==> config.mk <==
export PLATFORM = sky130hd
export DESIGN_NAME = iobus_uart_tx
export DESIGN_NICKNAME = d
export VERILOG_FILES = /design/src/rtl/uart_pkg.sv /design/src/rtl/byte_fifo.sv /design/src/rtl/iobus_uart_tx.sv
export SDC_FILE = /design/constraint.sdc
export NUM_CORES = 1
export LEC_CHECK = 0
export ABC_CLOCK_PERIOD_IN_PS = 2450
export CELL_PAD_IN_SITES_DETAIL_PLACEMENT = 1
export CELL_PAD_IN_SITES_GLOBAL_PLACEMENT = 2
export CORE_AREA = 2 2 110 112
export CTS_BUF_LIST = sky130_fd_sc_hd__clkbuf_2 sky130_fd_sc_hd__clkbuf_4 sky130_fd_sc_hd__clkbuf_8
export CTS_CLUSTER_DIAMETER = 100
export DETAILED_ROUTE_END_ITERATION = 10
export DIE_AREA = 0 0 112 114
export PLACE_DENSITY_LB_ADDON = 0.05
export SLEW_MARGIN = 30
export SYNTH_ARGS = -nofsm -noshare
export SYNTH_HDL_FRONTEND = slang
export SYNTH_SLANG_ARGS = --single-unit
export TNS_END_PERCENT = 30
==> constraint.sdc <==
create_clock -name CLK -period 2.45 [get_ports CLK]
set_input_delay 0.3675 -clock CLK [delete_from_list [all_inputs] [get_ports CLK]]
set_output_delay 0.3675 -clock CLK [all_outputs]
set_load 0.01 [all_outputs]
==> src/rtl/uart_pkg.sv <==
// Shared types and constants for the IOBUS UART transmitter.
//   tx_state_t : serialiser state encoding (IDLE, START, DATA, STOP)
//   STAT_*     : bit positions inside the status word returned on RDATA
package uart_pkg;

  typedef enum logic [1:0] {
    IDLE  = 2'd0,
    START = 2'd1,
    DATA  = 2'd2,
    STOP  = 2'd3
  } tx_state_t;

  localparam int STAT_BUSY = 0;
  localparam int STAT_FULL = 1;
  localparam int STAT_OVF  = 2;

  // Assemble the 32-bit status word from its three flags.
  function automatic logic [31:0] pack_status(input logic ovf, input logic full, input logic busy);
    logic [31:0] w_word;
    w_word            = 32'h0000_0000;
    w_word[STAT_OVF]  = ovf;
    w_word[STAT_FULL] = full;
    w_word[STAT_BUSY] = busy;
    return w_word;
  endfunction

endpackage

==> src/rtl/byte_fifo.sv <==
// Synchronous byte FIFO with show-ahead read data.
// Ports:
//   i_clk, i_rst_n : clock, asynchronous active-low reset
//   i_push, i_din  : write request and byte; ignored when full unless a pop
//                    happens in the same cycle
//   i_pop          : read request; ignored when empty
//   o_dout         : byte at the head of the FIFO (valid when !o_empty)
//   o_full, o_empty: occupancy flags derived from the registered count
module byte_fifo #(
  parameter int DEPTH = 4
) (
  input  logic       i_clk,
  input  logic       i_rst_n,
  input  logic       i_push,
  input  logic       i_pop,
  input  logic [7:0] i_din,
  output logic [7:0] o_dout,
  output logic       o_full,
  output logic       o_empty
);
  import uart_pkg::*;

  localparam int AW = $clog2(DEPTH);

  logic [7:0]  r_mem [DEPTH];
  logic [AW-1:0] r_wr_ptr;
  logic [AW-1:0] r_rd_ptr;
  logic [AW:0]   r_count;
  logic          w_do_pop;
  logic          w_do_push;

  assign o_full  = (r_count == (AW+1)'(DEPTH));
  assign o_empty = (r_count == (AW+1)'(0));
  assign o_dout  = r_mem[r_rd_ptr];

  // A full FIFO still accepts a push when the head leaves in the same cycle.
  assign w_do_pop  = i_pop && !o_empty;
  assign w_do_push = i_push && (!o_full || w_do_pop);

  // Storage write; contents need no reset since the count gates every read.
  always_ff @(posedge i_clk) begin
    if (w_do_push) begin
      r_mem[r_wr_ptr] <= i_din;
    end
  end

  // Pointers wrap modulo DEPTH (power of two); count tracks occupancy.
  always_ff @(posedge i_clk or negedge i_rst_n) begin
    if (!i_rst_n) begin
      r_wr_ptr <= AW'(0);
      r_rd_ptr <= AW'(0);
      r_count  <= (AW+1)'(0);
    end else begin
      if (w_do_push) begin
        r_wr_ptr <= r_wr_ptr + AW'(1);
      end else begin
        r_wr_ptr <= r_wr_ptr;
      end
      if (w_do_pop) begin
        r_rd_ptr <= r_rd_ptr + AW'(1);
      end else begin
        r_rd_ptr <= r_rd_ptr;
      end
      case ({w_do_push, w_do_pop})
        2'b10:   r_count <= r_count + (AW+1)'(1);
        2'b01:   r_count <= r_count - (AW+1)'(1);
        default: r_count <= r_count;
      endcase
    end
  end

endmodule

==> src/rtl/iobus_uart_tx.sv <==
// Memory-mapped 8N1 UART transmitter on the OTTER IOBUS.
// Ports:
//   CLK, RST_N  : system clock, asynchronous active-low reset
//   IOBUS_ADDR  : CPU bus address
//   IOBUS_OUT   : CPU write data (only [7:0] is used for TX bytes)
//   IOBUS_WR    : one-cycle store strobe
//   RDATA       : status word when IOBUS_ADDR == STAT_AD, otherwise zero
//   TX          : registered serial output, idle high
// Stores to DATA_AD queue a byte; stores to STAT_AD clear the sticky overflow.
module iobus_uart_tx #(
  parameter int          CLK_PER_BIT = 434,
  parameter int          FIFO_DEPTH  = 4,
  parameter logic [31:0] DATA_AD     = 32'h1100_0060,
  parameter logic [31:0] STAT_AD     = 32'h1100_0064
) (
  input  logic        CLK,
  input  logic        RST_N,
  input  logic [31:0] IOBUS_ADDR,
  input  logic [31:0] IOBUS_OUT,
  input  logic        IOBUS_WR,
  output logic [31:0] RDATA,
  output logic        TX
);
  import uart_pkg::*;

  localparam int BW = $clog2(CLK_PER_BIT);
  localparam logic [BW-1:0] BAUD_LAST = BW'(CLK_PER_BIT - 1);

  tx_state_t     r_state;
  tx_state_t     w_state_nxt;
  logic [BW-1:0] r_baud;
  logic [BW-1:0] w_baud_nxt;
  logic [2:0]    r_bit_idx;
  logic [2:0]    w_bit_nxt;
  logic [7:0]    r_shift;
  logic [7:0]    w_shift_nxt;
  logic          r_tx;
  logic          w_tx_nxt;
  logic          r_ovf;

  logic          w_data_wr;
  logic          w_stat_wr;
  logic          w_pop;
  logic          w_full;
  logic          w_empty;
  logic [7:0]    w_fifo_dout;
  logic          w_busy;
  logic          w_baud_last;
  logic          w_unused_upper;

  assign w_data_wr      = IOBUS_WR && (IOBUS_ADDR == DATA_AD);
  assign w_stat_wr      = IOBUS_WR && (IOBUS_ADDR == STAT_AD);
  assign w_busy         = (r_state != IDLE) || !w_empty;
  assign w_baud_last    = (r_baud == BAUD_LAST);
  assign w_unused_upper = ^IOBUS_OUT[31:8];
  assign TX             = r_tx;

  byte_fifo #(
    .DEPTH (FIFO_DEPTH)
  ) u_fifo (
    .i_clk   (CLK),
    .i_rst_n (RST_N),
    .i_push  (w_data_wr),
    .i_pop   (w_pop),
    .i_din   (IOBUS_OUT[7:0]),
    .o_dout  (w_fifo_dout),
    .o_full  (w_full),
    .o_empty (w_empty)
  );

  // Status read port merged into the wrapper's IOBUS input mux.
  always_comb begin
    RDATA = 32'h0000_0000;
    if (IOBUS_ADDR == STAT_AD) begin
      RDATA = pack_status(r_ovf, w_full, w_busy);
    end else begin
      RDATA = 32'h0000_0000;
    end
  end

  // Sticky overflow: a byte lost to a full FIFO that is not draining this cycle.
  always_ff @(posedge CLK or negedge RST_N) begin
    if (!RST_N) begin
      r_ovf <= 1'b0;
    end else if (w_stat_wr) begin
      r_ovf <= 1'b0;
    end else if (w_data_wr && w_full && !w_pop) begin
      r_ovf <= 1'b1;
    end else begin
      r_ovf <= r_ovf;
    end
  end

  // Serialiser state, baud timing, bit index, shift register and TX register.
  always_ff @(posedge CLK or negedge RST_N) begin
    if (!RST_N) begin
      r_state   <= IDLE;
      r_baud    <= BW'(0);
      r_bit_idx <= 3'd0;
      r_shift   <= 8'h00;
      r_tx      <= 1'b1;
    end else begin
      r_state   <= w_state_nxt;
      r_baud    <= w_baud_nxt;
      r_bit_idx <= w_bit_nxt;
      r_shift   <= w_shift_nxt;
      r_tx      <= w_tx_nxt;
    end
  end

  // Next-state logic. TX is registered from the current state, so the line
  // lags the state by one cycle; the single IDLE cycle between frames is the
  // cycle in which the next byte is popped.
  always_comb begin
    w_state_nxt = r_state;
    w_baud_nxt  = r_baud;
    w_bit_nxt   = r_bit_idx;
    w_shift_nxt = r_shift;
    w_tx_nxt    = 1'b1;
    w_pop       = 1'b0;
    case (r_state)
      IDLE: begin
        w_tx_nxt = 1'b1;
        if (!w_empty) begin
          w_pop       = 1'b1;
          w_shift_nxt = w_fifo_dout;
          w_baud_nxt  = BW'(0);
          w_state_nxt = START;
        end else begin
          w_state_nxt = IDLE;
        end
      end
      START: begin
        w_tx_nxt = 1'b0;
        if (w_baud_last) begin
          w_baud_nxt  = BW'(0);
          w_bit_nxt   = 3'd0;
          w_state_nxt = DATA;
        end else begin
          w_baud_nxt = r_baud + BW'(1);
        end
      end
      DATA: begin
        w_tx_nxt = r_shift[0];
        if (w_baud_last) begin
          w_baud_nxt  = BW'(0);
          w_shift_nxt = {1'b0, r_shift[7:1]};
          if (r_bit_idx == 3'd7) begin
            w_state_nxt = STOP;
          end else begin
            w_bit_nxt = r_bit_idx + 3'd1;
          end
        end else begin
          w_baud_nxt = r_baud + BW'(1);
        end
      end
      STOP: begin
        w_tx_nxt = 1'b1;
        if (w_baud_last) begin
          w_baud_nxt  = BW'(0);
          w_state_nxt = IDLE;
        end else begin
          w_baud_nxt = r_baud + BW'(1);
        end
      end
      default: begin
        w_tx_nxt    = 1'b1;
        w_baud_nxt  = BW'(0);
        w_state_nxt = IDLE;
      end
    endcase
  end

endmodule

==> Yosys cells after proc, flatten, opt, wreduce, memory -nomap -nowiden <==
Memories as Yosys holds them, arrays and structs flattened.
Cells that the tools add are included.
{ "totals": {"word_cells": 80, "mem_count": 1, "ram_bits": 32, "regBits": 31, "out_inout_bits": 33} }
{ "mem_list": {"columns": ["memory", "words", "word_bits", "rd", "rd_ports_with_merged_regs", "wr", "line_no", "text"], "rows": [
  ["u_fifo.r_mem", 4, 8, 1, 0, 1, "byte_fifo.sv:25", "logic [7:0] r_mem [DEPTH];"]
]} }
{ "classes": {"add_sub_neg": 6, "reduce_logical": 23, "n_mux": 25, "n_eq_ne": 16} }
{ "op_table": {"columns": ["operator", "count"], "rows": [
  ["32-bit by 29-bit == test with 1-bit output, second input constant", 2],
  ["9-bit two-way mux", 2],
  ["9-bit case mux with 2 select lines", 1],
  ["8-bit two-way mux", 2],
  ["8-bit case mux with 2 select lines", 1],
  ["3-bit two-way mux", 4],
  ["2-bit inequality test, second input constant", 6],
  ["3-bit case mux with 2 select lines", 2],
  ["2-bit nonzero test", 5],
  ["9-bit by 1-bit adder with 9-bit output, second input constant", 1],
  ["9-bit == test, second input constant", 1],
  ["2-bit two-way mux", 4],
  ["2-bit case mux with 4 select lines", 1],
  ["4-bit AND reduction", 2],
  ["1-bit two-way mux", 7],
  ["3-bit by 1-bit adder with 3-bit output, second input constant", 2],
  ["2-bit == test, second input constant", 3],
  ["3-bit == test, second input constant", 2],
  ["1-bit logical AND", 6],
  ["2-bit by 1-bit adder with 2-bit output, second input constant", 2],
  ["2-bit by 1-bit == test with 1-bit output, second input constant", 2],
  ["1-bit logical NOT", 3],
  ["3-bit logical NOT", 1],
  ["1-bit case mux with 3 select lines", 1],
  ["other kinds (6)", 7]
]} }

==> Depth between registers and ports, before layout <==
Gate-level depths: netlist of the first run.
{ "logic_depth": {"depth_word": 8, "depth_mapped": 11, "mapped_depth_nobuf": 11} }

==> Modules after synthesis <==
From an unflattened synthesis of the first run, not the netlist that was laid out.
{ "unflattened": {"hier_cells": 243, "area_unflattened_um2": 3316.9} }
{ "by_module_without_submodules": {"columns": ["module", "area_each_um2", "instances", "cells_each"], "rows": [
  ["iobus_uart_tx", 1729.2, 1, 163],
  ["byte_fifo", 1587.8, 1, 80]
]} }

==> Least setup slack after synthesis of the first run <==
OpenSTA, ideal clock, no wires.
{ "synth_timing": {"kind": "register to register", "from": "register r_state[0]", "to": "register u_fifo.r_count[1]", "arrival_ps": 2190, "stages_incl_launch_ff": 10, "synth_period_minus_slack_ps": 2314, "setup_time_ps": 125, "setup_slack_ps": 136, "path_cell_list": "dfrtp_1 -> inv_1 -> ha_1 -> or4b_1 -> nand3b_1 -> nor3_4 -> inv_1 -> ha_1 -> fa_1 -> mux2_2"} }
{ "synth_via": {"elab_chain_len": 7, "elab_cells_between_ends": 9, "cone_classes": "eq/ne (2); mux (2); reduce/logical (5)"} }
{ "synth_lines": {"columns": ["element", "line_no", "text"], "rows": [
  ["start: declaration", "iobus_uart_tx.sv:29", "tx_state_t r_state;"],
  ["start signal: assignment", "iobus_uart_tx.sv:103", "r_state <= w_state_nxt;"],
  ["2-bit logical NOT *", "iobus_uart_tx.sv:121", "case (r_state)"],
  ["1-bit two-way mux *", "iobus_uart_tx.sv:121", null],
  ["1-bit logical AND *", "byte_fifo.sv:37", "assign w_do_pop = i_pop && !o_empty;"],
  ["1-bit logical OR", "byte_fifo.sv:38", "assign w_do_push = i_push && (!o_full || w_do_pop);"],
  ["1-bit logical AND", "byte_fifo.sv:38", null],
  ["2-bit by 1-bit == test with 1-bit output / 2-bit == test (equally long branches)", "byte_fifo.sv:64", "case ({w_do_push, w_do_pop})"],
  ["3-bit case mux with 2 select lines / 2-bit nonzero test (equally long branches)", null, null],
  ["end signal: assignment", "byte_fifo.sv:65", "2'b10: r_count <= r_count + (AW+1)'(1);"],
  ["end signal: assignment", "byte_fifo.sv:66", "2'b01: r_count <= r_count - (AW+1)'(1);"],
  ["end signal: assignment", "byte_fifo.sv:67", "default: r_count <= r_count;"],
  ["end: declaration", "byte_fifo.sv:28", "logic [AW:0] r_count;"]
]} }
Mark *: on every way between the ends. The rest lies on a longest branch, timed or not.
A chain may end at the register's enable or synchronous reset.

==> Worst setup path in the final report of the first run <==
{ "layout_timing": {"from": "input IOBUS_ADDR[6]", "to": "output RDATA[2]"} }
{ "layout_via": {"elab_chain_len": 2} }
{ "layout_lines": {"columns": ["element", "line_no", "text"], "rows": [
  ["start: declaration", "iobus_uart_tx.sv:18", "input logic [31:0] IOBUS_ADDR,"],
  ["32-bit by 29-bit == test with 1-bit output", "iobus_uart_tx.sv:74", "if (IOBUS_ADDR == STAT_AD) begin"],
  ["3-bit two-way mux", "iobus_uart_tx.sv:74", null],
  ["end: declaration", "iobus_uart_tx.sv:21", "output logic [31:0] RDATA,"]
]} }
No other way between the ends.

==> results of run 1 <==
==> metrics by stage <==
step,std cells,power (uW),TNS [ps]
2_1_floorplan,269,1190,0
3_3_place_gp,449,1250,-1480
3_5_place_dp,449,1250,-1700
4_1_cts,466,2060,0
5_1_grt,467,2110,0
6_report,467,2020,0
==> timing repair <==
item / 4_1_cts / 5_1_grt
hold buffers: 0 / 0
buffers inserted: 1 / 1
setup endpoints to repair: 3 / 5
gates resized for setup: 6 / 11
pin swaps: 1 / 3
==> flip-flops by register name (all words and copies together) (netlist names) <==
name and cells:
r_ovf 1, r_state 2, r_baud 9, u_fifo.r_wr_ptr 2, r_bit_idx 3, u_fifo.r_mem 32
u_fifo.r_count 3, u_fifo.r_rd_ptr 2, r_shift 8, TX 1
==> cells by family after synthesis <==
| logic type | after synthesis |
|---|---|
| DFF | 63 |
| xor gates and xnor gates | 8 |
| buffers and inverters | 45 |
| adders and majority gates | 14 |
| and+or+nand+nor | 54 |
| muxes | 27 |
| AOI/OAI and AO/OA | 29 |
| other | 1 |
==> per-layer routing <==
layer / up-vias / part of all wire, % / wire [um] / GRT usage, %
li1: 977 / - / - / -
met1: 985 / 44 / 3020 / 13.9
met2: 28 / 51 / 3500 / 19.4
met3: 7 / 3.3 / 223 / 3.56
met4: 0 / 1.4 / 99 / 4.72
met5: - / 0 / 0 / 0
==> cell usage after synthesis, types with 4 or more instances <==
| cell type | n |
|---|---|
| a21oi_1 | 5 |
| a22o_1 | 6 |
| and2_1 | 7 |
| and3_1 | 4 |
| buf_4 | 29 |
| dfrtp_1 | 30 |
| edfxtp_1 | 32 |
| ha_1 | 13 |
| inv_1 | 10 |
| mux2_2 | 9 |
| mux2_4 | 7 |
| mux4_2 | 7 |
| nand2_1 | 7 |
| nand4_1 | 4 |
| nor2_1 | 4 |
| nor4_1 | 6 |
| o21ai_1 | 8 |
| xnor2_1 | 4 |
| xor2_1 | 4 |
==> worst max-delay path, delay by kind of cell <==
kind                   cells  cell delay, ps
buffers and inverters      3             880
and+or+nand+nor            4             730
==> how the worst min path moves through the flow <==
stage	startpoint	endpoint	slack [ps]	cells past startpoint
finish	RST_N	r_baud[0]$_DFFE_PN0P_	430	2
global route	RST_N	r_baud[0]$_DFFE_PN0P_	460	2
detailed placement	r_shift[5]$_DFFE_PN0P_	r_shift[5]$_DFFE_PN0P_	490	1
CTS	RST_N	r_baud[0]$_DFFE_PN0P_	440	2
floorplan	RST_N	r_baud[0]$_DFFE_PN0P_	70	0
global placement	r_shift[6]$_DFFE_PN0P_	r_shift[6]$_DFFE_PN0P_	490	1
==> power by group through the flow <==
| stage | Clock (uW) | Sequential, uW | Combinational [uW] |
|---|---|---|---|
| floorplan | 0 | 1140 | 59.2 |
| global placement | 0 | 1140 | 111 |
| detailed placement | 0 | 1140 | 113 |
| CTS | 829 | 1110 | 115 |
| global route | 874 | 1110 | 127 |
| finish | 791 | 1110 | 116 |
==> cell type report <==
type / instances / share of cell area, %
repair buffers: 70 / 16.3
flip-flops and latches: 63 / 41.4
inverters: 10 / 0.895
multi-input cells: 161 / 32.9
well taps: 147 / 4.39
clock inverters: 6 / 0.925
clock buffers: 10 / 3.13
==> flow_summary.json, run 1 <==
{
  "syn_inst": 241,
  "finClkSkew_ps": 8.58,
  "cp_data_required_time_ps": 2080,
  "r2r_end": "u_fifo.r_count[1]$_DFFE_PN0P_",
  "clockBufferDepth": 2,
  "vias": 1997,
  "cts-buffers-inserted": 9,
  "crit_path_start": "IOBUS_ADDR[6]",
  "ir_worst_vdd_mv": 0.349,
  "start_kind": "input pin",
  "synthFlopType": "edfxtp_1",
  "path_class": "in2out",
  "fin_crit_sh_pct": 96.1,
  "postRouteWirelength_um": 6840,
  "fill_cells": 1284,
  "antenna_cells": 0,
  "clock_latency_ps": 340,
  "slowest_delay_ps": 460,
  "dp_hpwl_um": 4960,
  "synth-compound-area-share_pct": 5.99,
  "muxShareOfSynthArea_pct": 13.0,
  "endpoint": "RDATA[2]",
  "max_freq_mhz": 425,
  "synthXorXnorAreaFrac_pct": 2.15,
  "period_needed_ps": 2350,
  "register_area_sq_mm": 0.00174,
  "slew_violations": 0,
  "p_int_uw": 1550,
  "seqPwrFrac_pct": 55.1,
  "holdWs_ps": 429,
  "grt_start_max_net_pins": 32,
  "die_h_um": 114,
  "comb_power_share_pct": 5.7,
  "arrival_ps": 1990,
  "yosysSeqAreaShare_pct": 53.3,
  "hold_path_class": "in2async",
  "fin_nets": 396,
  "fp.dieArea_sq_mm": 0.0128,
  "overflow": 0,
  "yosysTopAreaCell": "edfxtp_1",
  "routed_via_density": 4.28,
  "reg2reg_depth": 9,
  "p_sw_uw": 467,
  "clkSlewWorstSetupHoldPaths_ps": 70,
  "initial_core_util_pct": 27.8,
  "clock-root-buffer": "clkbuf_8",
  "max-slew-margin-rel_pct": 65.9,
  "detail-route-antenna-nets": 0,
  "final_cell_mix": "43 x clkdlybuf4s50_1, 32 x edfxtp_1, 30 x dfrtp_1",
  "layout_commonest_cell": "clkdlybuf4s50_1",
  "antenna_found_initial": 0,
  "layout-drive-gt1-share_pct": 23.8,
  "drt_iter0_markers": 64,
  "yosys-top-cells-area": "edfxtp_1 29%, dfrtp_1 23%, buf_4 6.7%, ha_1 5.0%, mux4_2 4.8%",
  "ios": 100,
  "grt_pass1_wl_um": 11200,
  "synthToLayoutAreaGrowth_pct": 28.6,
  "rsz0062_at_grt": "no",
  "place_area_sq_mm": 0.00396,
  "cts_tree": "yes",
  "synth_top_area_share_pct": 29.5,
  "avgSynthCellArea_sq_um": 13.5,
  "first_global_vias": 2152,
  "fin_ws_ps": 95.6,
  "status": "finished clean",
  "leakagePower_uw": 0.00173,
  "coreArea_sq_mm": 0.0117,
  "grt_usage_pct": 11.6,
  "synth_top_family_by_area": "multiplexers",
  "gp_congestion": 0.691,
  "synth_enable_flop_cells": 32,
  "crit_chain": "clkdlybuf4s50_1, nor4bb_4, nand4_1, buf_4, nor2_2, and3_1, clkdlybuf4s15_1",
  "r2r_start": "r_state[0]$_DFFE_PN0P_",
  "utilization_pct": 35.8,
  "cp_max_fo": 3,
  "route.detailed.drc": 0,
  "r2r_slack_ps": 110,
  "design_area_sq_mm": 0.00419,
  "p_sw_share_pct": 23.1,
  "cp_slowest_cell": "clkdlybuf4s50_1",
  "ys_ff_latch": 63,
  "synthSimpleGateAreaFrac_pct": 10.7,
  "synth_fa_ha_area_share_pct": 5.60,
  "h-tree-depth": 3,
  "hold_violations": 0,
  "rows": 40,
  "clock_sinks": 63,
  "cap_violations": 0,
  "async_flop_share_pct": 49.2,
  "io_buffers": 46,
  "multi_input_area_sq_mm": 0.00138,
  "tightest_slew_ps": 511,
  "setup_viol": 0,
  "p_per_area_mw_per_mm2": 482,
  "drt_first_pass_iters": 4,
  "synth_cell_types": 49,
  "fp.dieW_um": 112,
  "cp-end-kind": "primary output",
  "yosys_warnings": 0,
  "pre_cts_ws_ps": -368,
  "clock_power_share_pct": 39.2,
  "routedWlPerCell_um": 14.6,
  "synth_area_sq_mm": 0.00326
}
No activity file was read; power rests on OpenSTA's default activity.
==> run 2: changes to the inputs <==
--- a/config.mk
+++ b/config.mk
@@ -5,14 +5,15 @@
 export SDC_FILE = /design/constraint.sdc
 export NUM_CORES = 1
 export LEC_CHECK = 0
-export ABC_CLOCK_PERIOD_IN_PS = 2450
+export ABC_CLOCK_PERIOD_IN_PS = 2400
 export CELL_PAD_IN_SITES_DETAIL_PLACEMENT = 1
 export CELL_PAD_IN_SITES_GLOBAL_PLACEMENT = 2
-export CORE_AREA = 2 2 110 112
+export CORE_AREA = 2 2 108 110
 export CTS_BUF_LIST = sky130_fd_sc_hd__clkbuf_2 sky130_fd_sc_hd__clkbuf_4 sky130_fd_sc_hd__clkbuf_8
 export CTS_CLUSTER_DIAMETER = 100
 export DETAILED_ROUTE_END_ITERATION = 10
-export DIE_AREA = 0 0 112 114
+export DIE_AREA = 0 0 110 112
+export GPL_TIMING_DRIVEN = 0
 export PLACE_DENSITY_LB_ADDON = 0.05
 export SLEW_MARGIN = 30
 export SYNTH_ARGS = -nofsm -noshare
==> constraint.sdc (replaced) <==
create_clock -name CLK -period 2.4 [get_ports CLK]
set_input_delay 0.36 -clock CLK [delete_from_list [all_inputs] [get_ports CLK]]
set_output_delay 0.36 -clock CLK [all_outputs]
set_load 0.01 [all_outputs]
==> flow_summary.json, run 2 (synthesis gave the netlist of run 1 again) <==
{
  "violations": "negative setup slack",
  "top_regs": "u_fifo.r_mem (32), r_baud (9), r_shift (8)",
  "fin_nets": 418,
  "cap_violations": 0,
  "hold_path_class": "in2async",
  "p_per_area_mw_per_mm2": 533,
  "finClkSkew_ps": 11.8,
  "setup_viol": 2,
  "final_cell_mix": "38 x buf_4, 35 x clkdlybuf4s50_1, 32 x edfxtp_1",
  "leakagePower_uw": 0.00196,
  "antenna_found_initial": 0,
  "routed_via_density": 4.32,
  "overflow": 0,
  "cts-buffers-inserted": 9,
  "vias": 2097,
  "grt_usage_pct": 12.4,
  "first_global_vias": 2287,
  "place_area_sq_mm": 0.00402,
  "die_h_um": 112,
  "cp_max_fo": 2,
  "period_needed_ps": 2450,
  "io_buffers": 46,
  "clock-root-buffer": "clkbuf_8",
  "slowest_delay_ps": 420,
  "cp_slowest_cell": "clkdlybuf4s50_1",
  "design_area_sq_mm": 0.00443,
  "initial_core_util_pct": 29.2,
  "clock_latency_ps": 340,
  "register_area_sq_mm": 0.00174,
  "multi_input_area_sq_mm": 0.00141,
  "synthToLayoutAreaGrowth_pct": 35.8,
  "path_class": "in2reg",
  "dp_hpwl_um": 5060,
  "drt_first_pass_iters": 4,
  "ir_worst_vdd_mv": 0.312,
  "pre_cts_ws_ps": -619,
  "arrival_ps": 2670,
  "h-tree-depth": 3,
  "hold_violations": 0,
  "crit_chain": "clkdlybuf4s50_1, nor4_2, nand4_1, buf_4, buf_4, nor3_4, inv_1, ha_2, fa_2, xnor2_1, nor2_1, xor2_1",
  "route.detailed.drc": 0,
  "layout-drive-gt1-share_pct": 30.7,
  "drt_iter0_markers": 42,
  "rsz0062_at_grt": "yes",
  "max-slew-margin-rel_pct": 63.1,
  "max_freq_mhz": 409,
  "coreArea_sq_mm": 0.0112,
  "slew_violations": 0,
  "status": "finished, violations left",
  "fp.dieW_um": 110,
  "largest_reg_flops": 32,
  "utilization_pct": 39.6,
  "clkSlewWorstSetupHoldPaths_ps": 80,
  "layout_commonest_cell": "buf_4",
  "detail-route-antenna-nets": 0,
  "finalPower_uw": 2360,
  "crit_top_cell": "buf_4",
  "fp.dieArea_sq_mm": 0.0123,
  "cts_tree": "yes",
  "antenna_cells": 0,
  "fill_cells": 1215,
  "fin_crit_sh_pct": 102,
  "holdWs_ps": 411,
  "clockBufferDepth": 2,
  "postRouteWirelength_um": 7060,
  "tightest_slew_ps": 553,
  "cp-end-kind": "register",
  "critPathTopFamily": "buffers and inverters",
  "clock_sinks": 63,
  "regMostFlops": "u_fifo.r_mem",
  "rows": 39,
  "start_kind": "input pin",
  "ios": 100,
  "cp_data_required_time_ps": 2620,
  "fin_ws_ps": -45.2,
  "grt_pass1_wl_um": 11500,
  "gp_congestion": 0.668,
  "cp_num_buf_inv": 4,
  "routedWlPerCell_um": 14.6,
  "grt_start_max_net_pins": 25
}
[run 2: cell count changes in the layout (fill, tap and decap cells not counted), sizes merged, moves of 2 or more]
cell,delta
clkdlybuf4s15,-2
clkinvlp,-2
bufinv,+2
clkbuf,+2
clkdlybuf4s50,-8
dlymetal6s2s,+8
buf,+19
inv,+2
[run 2: power by group]
group          switching (uW)  internal [uW]  leakage, uW
Combinational            61.4           98.3      0.00113
Clock                     469            598     0.000114
Sequential             0.0590           1140     0.000712
Total                     530           1830      0.00196
[run 2: layout make-up]
cell class / instances / area share, %
buffer: 35 / 6.02
clock buffer: 9 / 2.80
clock inverter: 7 / 2.34
inverter: 10 / 0.847
multi-input combinational: 161 / 31.9
sequential: 63 / 39.2
tap: 143 / 4.04
timing repair buffer: 57 / 12.8
[run 2: metrics by stage]
step | setup TNS [ps] | instances
after CTS | -354 | 482
after detailed placement | -10320 | 459
after global routing | -254 | 485
after floorplan | 0 | 269
final | -53.6 | 485
after global placement | -10980 | 458
[run 2: final timing paths]
check / from / end / slack, ps / cells past startpoint
worst min-delay path: RST_N / r_baud[4]$_DFFE_PN0P_ / 410 / 2
worst min register to register: u_fifo.r_count[2]$_DFFE_PN0P_ / u_fifo.r_count[2]$_DFFE_PN0P_ / 510 / 1
min in group CLK: u_fifo.r_count[2]$_DFFE_PN0P_ / u_fifo.r_count[2]$_DFFE_PN0P_ / 510 / 1
worst max register to register: r_state[1]$_DFFE_PN0P_ / u_fifo.r_count[1]$_DFFE_PN0P_ / 40 / 9
max in group asynchronous: RST_N / TX$_DFF_PN1_ / 1510 / 3
worst max-delay path: IOBUS_ADDR[13] / u_fifo.r_count[2]$_DFFE_PN0P_ / -50 / 12
[run 2: repair_timing]
action | CTS | global route
hold buffers | 1 | 0
setup endpoints to repair | 5 | 36
buffers inserted | 6 | 3
gates resized for setup | 10 | 24
pin swaps | 5 | 10
hold endpoints to repair | 7 | 0
[run 2: metal layers]
layer  global-route usage, %  vias up  part of all wire [%]
li1                        -     1023                     -
met2                    21.1       27                    54
met1                    14.8     1041                    42
met5                       0        -                     0
met4                    4.64        0                   1.2
met3                    3.16        6                   2.7
==> run 3: changes to the inputs <==
--- a/config.mk
+++ b/config.mk
@@ -8,15 +8,16 @@
 export ABC_CLOCK_PERIOD_IN_PS = 2400
 export CELL_PAD_IN_SITES_DETAIL_PLACEMENT = 1
 export CELL_PAD_IN_SITES_GLOBAL_PLACEMENT = 2
-export CORE_AREA = 2 2 108 110
+export CORE_AREA = 3 3 106 108
 export CTS_BUF_LIST = sky130_fd_sc_hd__clkbuf_2 sky130_fd_sc_hd__clkbuf_4 sky130_fd_sc_hd__clkbuf_8
 export CTS_CLUSTER_DIAMETER = 100
 export DETAILED_ROUTE_END_ITERATION = 10
-export DIE_AREA = 0 0 110 112
+export DIE_AREA = 0 0 109 111
 export GPL_TIMING_DRIVEN = 0
 export PLACE_DENSITY_LB_ADDON = 0.05
 export SLEW_MARGIN = 30
 export SYNTH_ARGS = -nofsm -noshare
 export SYNTH_HDL_FRONTEND = slang
+export SYNTH_HIERARCHICAL = 1
 export SYNTH_SLANG_ARGS = --single-unit
 export TNS_END_PERCENT = 30
==> flow_summary.json, run 3 <==
{
  "avgSynthCellArea_sq_um": 13.6,
  "final_cell_mix": "43 x buf_4, 32 x edfxtp_1, 30 x dfrtp_1",
  "routed_via_density": 4.26,
  "yosysMostFrequentCell": "edfxtp_1",
  "synth_common_cells": "32 x edfxtp_1, 30 x buf_4, 30 x dfrtp_1",
  "fin_nets": 425,
  "postRouteWirelength_um": 7260,
  "p_per_area_mw_per_mm2": 514,
  "yosysTopAreaCell": "edfxtp_1",
  "cp-end-kind": "register",
  "place_area_sq_mm": 0.00408,
  "synth_top_area_share_pct": 29.0,
  "grt_start_max_net_pins": 23,
  "clock_sinks": 63,
  "gp_congestion": 0.745,
  "fp.dieW_um": 109,
  "detail-route-antenna-nets": 0,
  "yosys_warnings": 6,
  "die_h_um": 111,
  "layout_commonest_cell": "buf_4",
  "grt_usage_pct": 12.8,
  "synth_cell_types": 49,
  "finalPower_uw": 2360,
  "regMostFlops": "u_fifo/r_mem",
  "dp_hpwl_um": 5190,
  "async_flop_share_pct": 49.2,
  "synth_enable_flop_cells": 32,
  "leakagePower_uw": 0.00211,
  "synth_area_sq_mm": 0.00332,
  "hold_path_class": "in2async",
  "initial_core_util_pct": 32.1,
  "final_cells": 484,
  "yosysSeqAreaShare_pct": 52.4,
  "overflow": 0,
  "cap_violations": 0,
  "design_area_sq_mm": 0.00459,
  "cp_slowest_cell": "clkdlybuf4s50_1",
  "route.detailed.drc": 0,
  "coreArea_sq_mm": 0.0103,
  "hold_violations": 0,
  "clock-root-buffer": "clkbuf_8",
  "start_kind": "input pin",
  "h-tree-depth": 3,
  "ios": 100,
  "drt_first_pass_iters": 4,
  "synthToLayoutAreaGrowth_pct": 38.2,
  "path_class": "in2reg",
  "clockBufferDepth": 2,
  "drt_iter0_markers": 59,
  "setup_viol": 0,
  "period_needed_ps": 2320,
  "io_buffers": 46,
  "grt_pass1_wl_um": 11800,
  "rows": 37,
  "tightest_slew_ps": 545,
  "numPlacedInstances": 454,
  "syn_inst": 243,
  "cts_tree": "yes",
  "fin_crit_sh_pct": 96.8,
  "first_global_vias": 2360,
  "slew_violations": 0,
  "ir_worst_vdd_mv": 0.306,
  "cp_max_fo": 3,
  "yosys-top-cells-area": "edfxtp_1 29%, dfrtp_1 23%, buf_4 6.8%, mux4_2 5.4%, ha_1 5.3%",
  "largest_reg_flops": 32,
  "ys_ff_latch": 63,
  "clkSlewWorstSetupHoldPaths_ps": 80,
  "layout-drive-gt1-share_pct": 33.9,
  "fp.dieArea_sq_mm": 0.0121,
  "max-slew-margin-rel_pct": 63.7,
  "cp_data_required_time_ps": 2620,
  "synthFlopType": "edfxtp_1",
  "vias": 2063,
  "antenna_cells": 0,
  "cts-buffers-inserted": 9,
  "arrival_ps": 2540,
  "status": "finished clean",
  "crit_chain": "clkdlybuf4s50_1, nor4b_4, nand4_1, buf_4, nor4_4, o21a_4, inv_2, ha_4, inv_2, fa_2, xor2_1, nor2_1, xor2_1",
  "antenna_found_initial": 0,
  "slowest_delay_ps": 460,
  "rsz0062_at_grt": "yes",
  "routedWlPerCell_um": 15.0,
  "top_regs": "u_fifo/r_mem (32), r_baud (9), r_shift (8)",
  "clock_latency_ps": 350,
  "finClkSkew_ps": 15.6,
  "max_freq_mhz": 431
}
## run 3: cell types whose count changed after synthesis, sizes merged, moves of 3 or more
cell | before | now
nor2 | 4 | 13
o21ai | 11 | 3
a22o | 6 | 0
a21oi | 6 | 1
inv | 10 | 14
clkbuf | 3 | 0
o2bb2ai | 1 | 4
## run 3: stage by stage
step | hold WS [ps] | TNS (ps) | utilization [%] | setup WS [ps]
final | 432 | 0 | 44.4 | 77.7
after floorplan | 64.4 | 0 | - | 202
after detailed placement | 267 | -7280 | 39.5 | -539
after global routing | 434 | -48.7 | 44.4 | -26.8
after CTS | 427 | -326 | 42.7 | -164
after global placement | 472 | -6730 | 39.3 | -488
## run 3: area by class of cell
class | instances | area (sq um)
buffer | 33 | 239
fill | 1091 | 5740
clock buffer | 9 | 124
tap | 136 | 170
inverter | 14 | 52.6
sequential | 63 | 1740
multi-input combinational | 161 | 1520
timing repair buffer | 61 | 642
clock inverter | 7 | 104
## run 3: worst paths after layout
path                                         from                             to  slack (ps)  cells after the start
min reg2reg                r_shift[7]$_DFFE_PN0P_         r_shift[7]$_DFFE_PN0P_         510                      1
max reg2reg                r_state[1]$_DFFE_PN0P_  u_fifo/r_count[2]$_DFFE_PN0P_         100                     10
min                                         RST_N          r_baud[4]$_DFFE_PN0P_         430                      2
min in group CLK           r_shift[7]$_DFFE_PN0P_         r_shift[7]$_DFFE_PN0P_         510                      1
max in group asynchronous                   RST_N                   TX$_DFF_PN1_        1470                      3
max                                 IOBUS_ADDR[6]  u_fifo/r_count[2]$_DFFE_PN0P_          80                     13
## run 3: cells by family (layout without fill, tap and decap cells)
kind of cell / count (synthesis) / count (layout) / share of synthesized area [%]
buffers and inverters: 47 / 124 / 8.79
AOI/OAI and AO/OA: 18 / 18 / 4.79
muxes: 27 / 27 / 12.7
DFF: 63 / 63 / 52.4
and+or+nand+nor: 60 / 60 / 12.1
xor gates and xnor gates: 12 / 12 / 3.17
adders and majority gates: 15 / 15 / 5.88
other: 1 / 29 / 0.113
## run 3: timing repair
action | CTS | global route
gates resized for setup | 6 | 43
hold buffers | 1 | 0
pin swaps | 3 | 15
buffers inserted | 11 | 4
endpoints found under the hold margin | 9 | 0
endpoints found under the setup margin | 5 | 7
gates cloned | 0 | 0
## run 3: power by group
| part | internal (uW) | leakage, uW | switching [uW] | total [uW] |
|---|---|---|---|---|
| clock | 597 | 0.000114 | 462 | 1060 |
| combinational | 96.3 | 0.00132 | 64.6 | 161 |
| sequential | 1140 | 0.000668 | 0.00000169 | 1140 |
| total | 1830 | 0.00211 | 527 | 2360 |
## run 3: worst max-delay path, delay by kind of cell
kind                     cells  cell delay (ps)
buffers and inverters        4              750
adder cells (fa/ha/maj)      2              350
AO/OA/AOI/OAI                1              180
XOR/XNOR                     2              290
AND/OR/NAND/NOR              4              610
## run 3: per-layer routing
| metal | up-vias | GRT usage, % | routed length (um) |
|---|---|---|---|
| met3 | 6 | 3.84 | 237 |
| met4 | 0 | 3.54 | 72 |
| met2 | 32 | 23.0 | 3930 |
| met5 | - | 0 | 0 |
| met1 | 1000 | 14.4 | 3020 |
| li1 | 1025 | - | - |
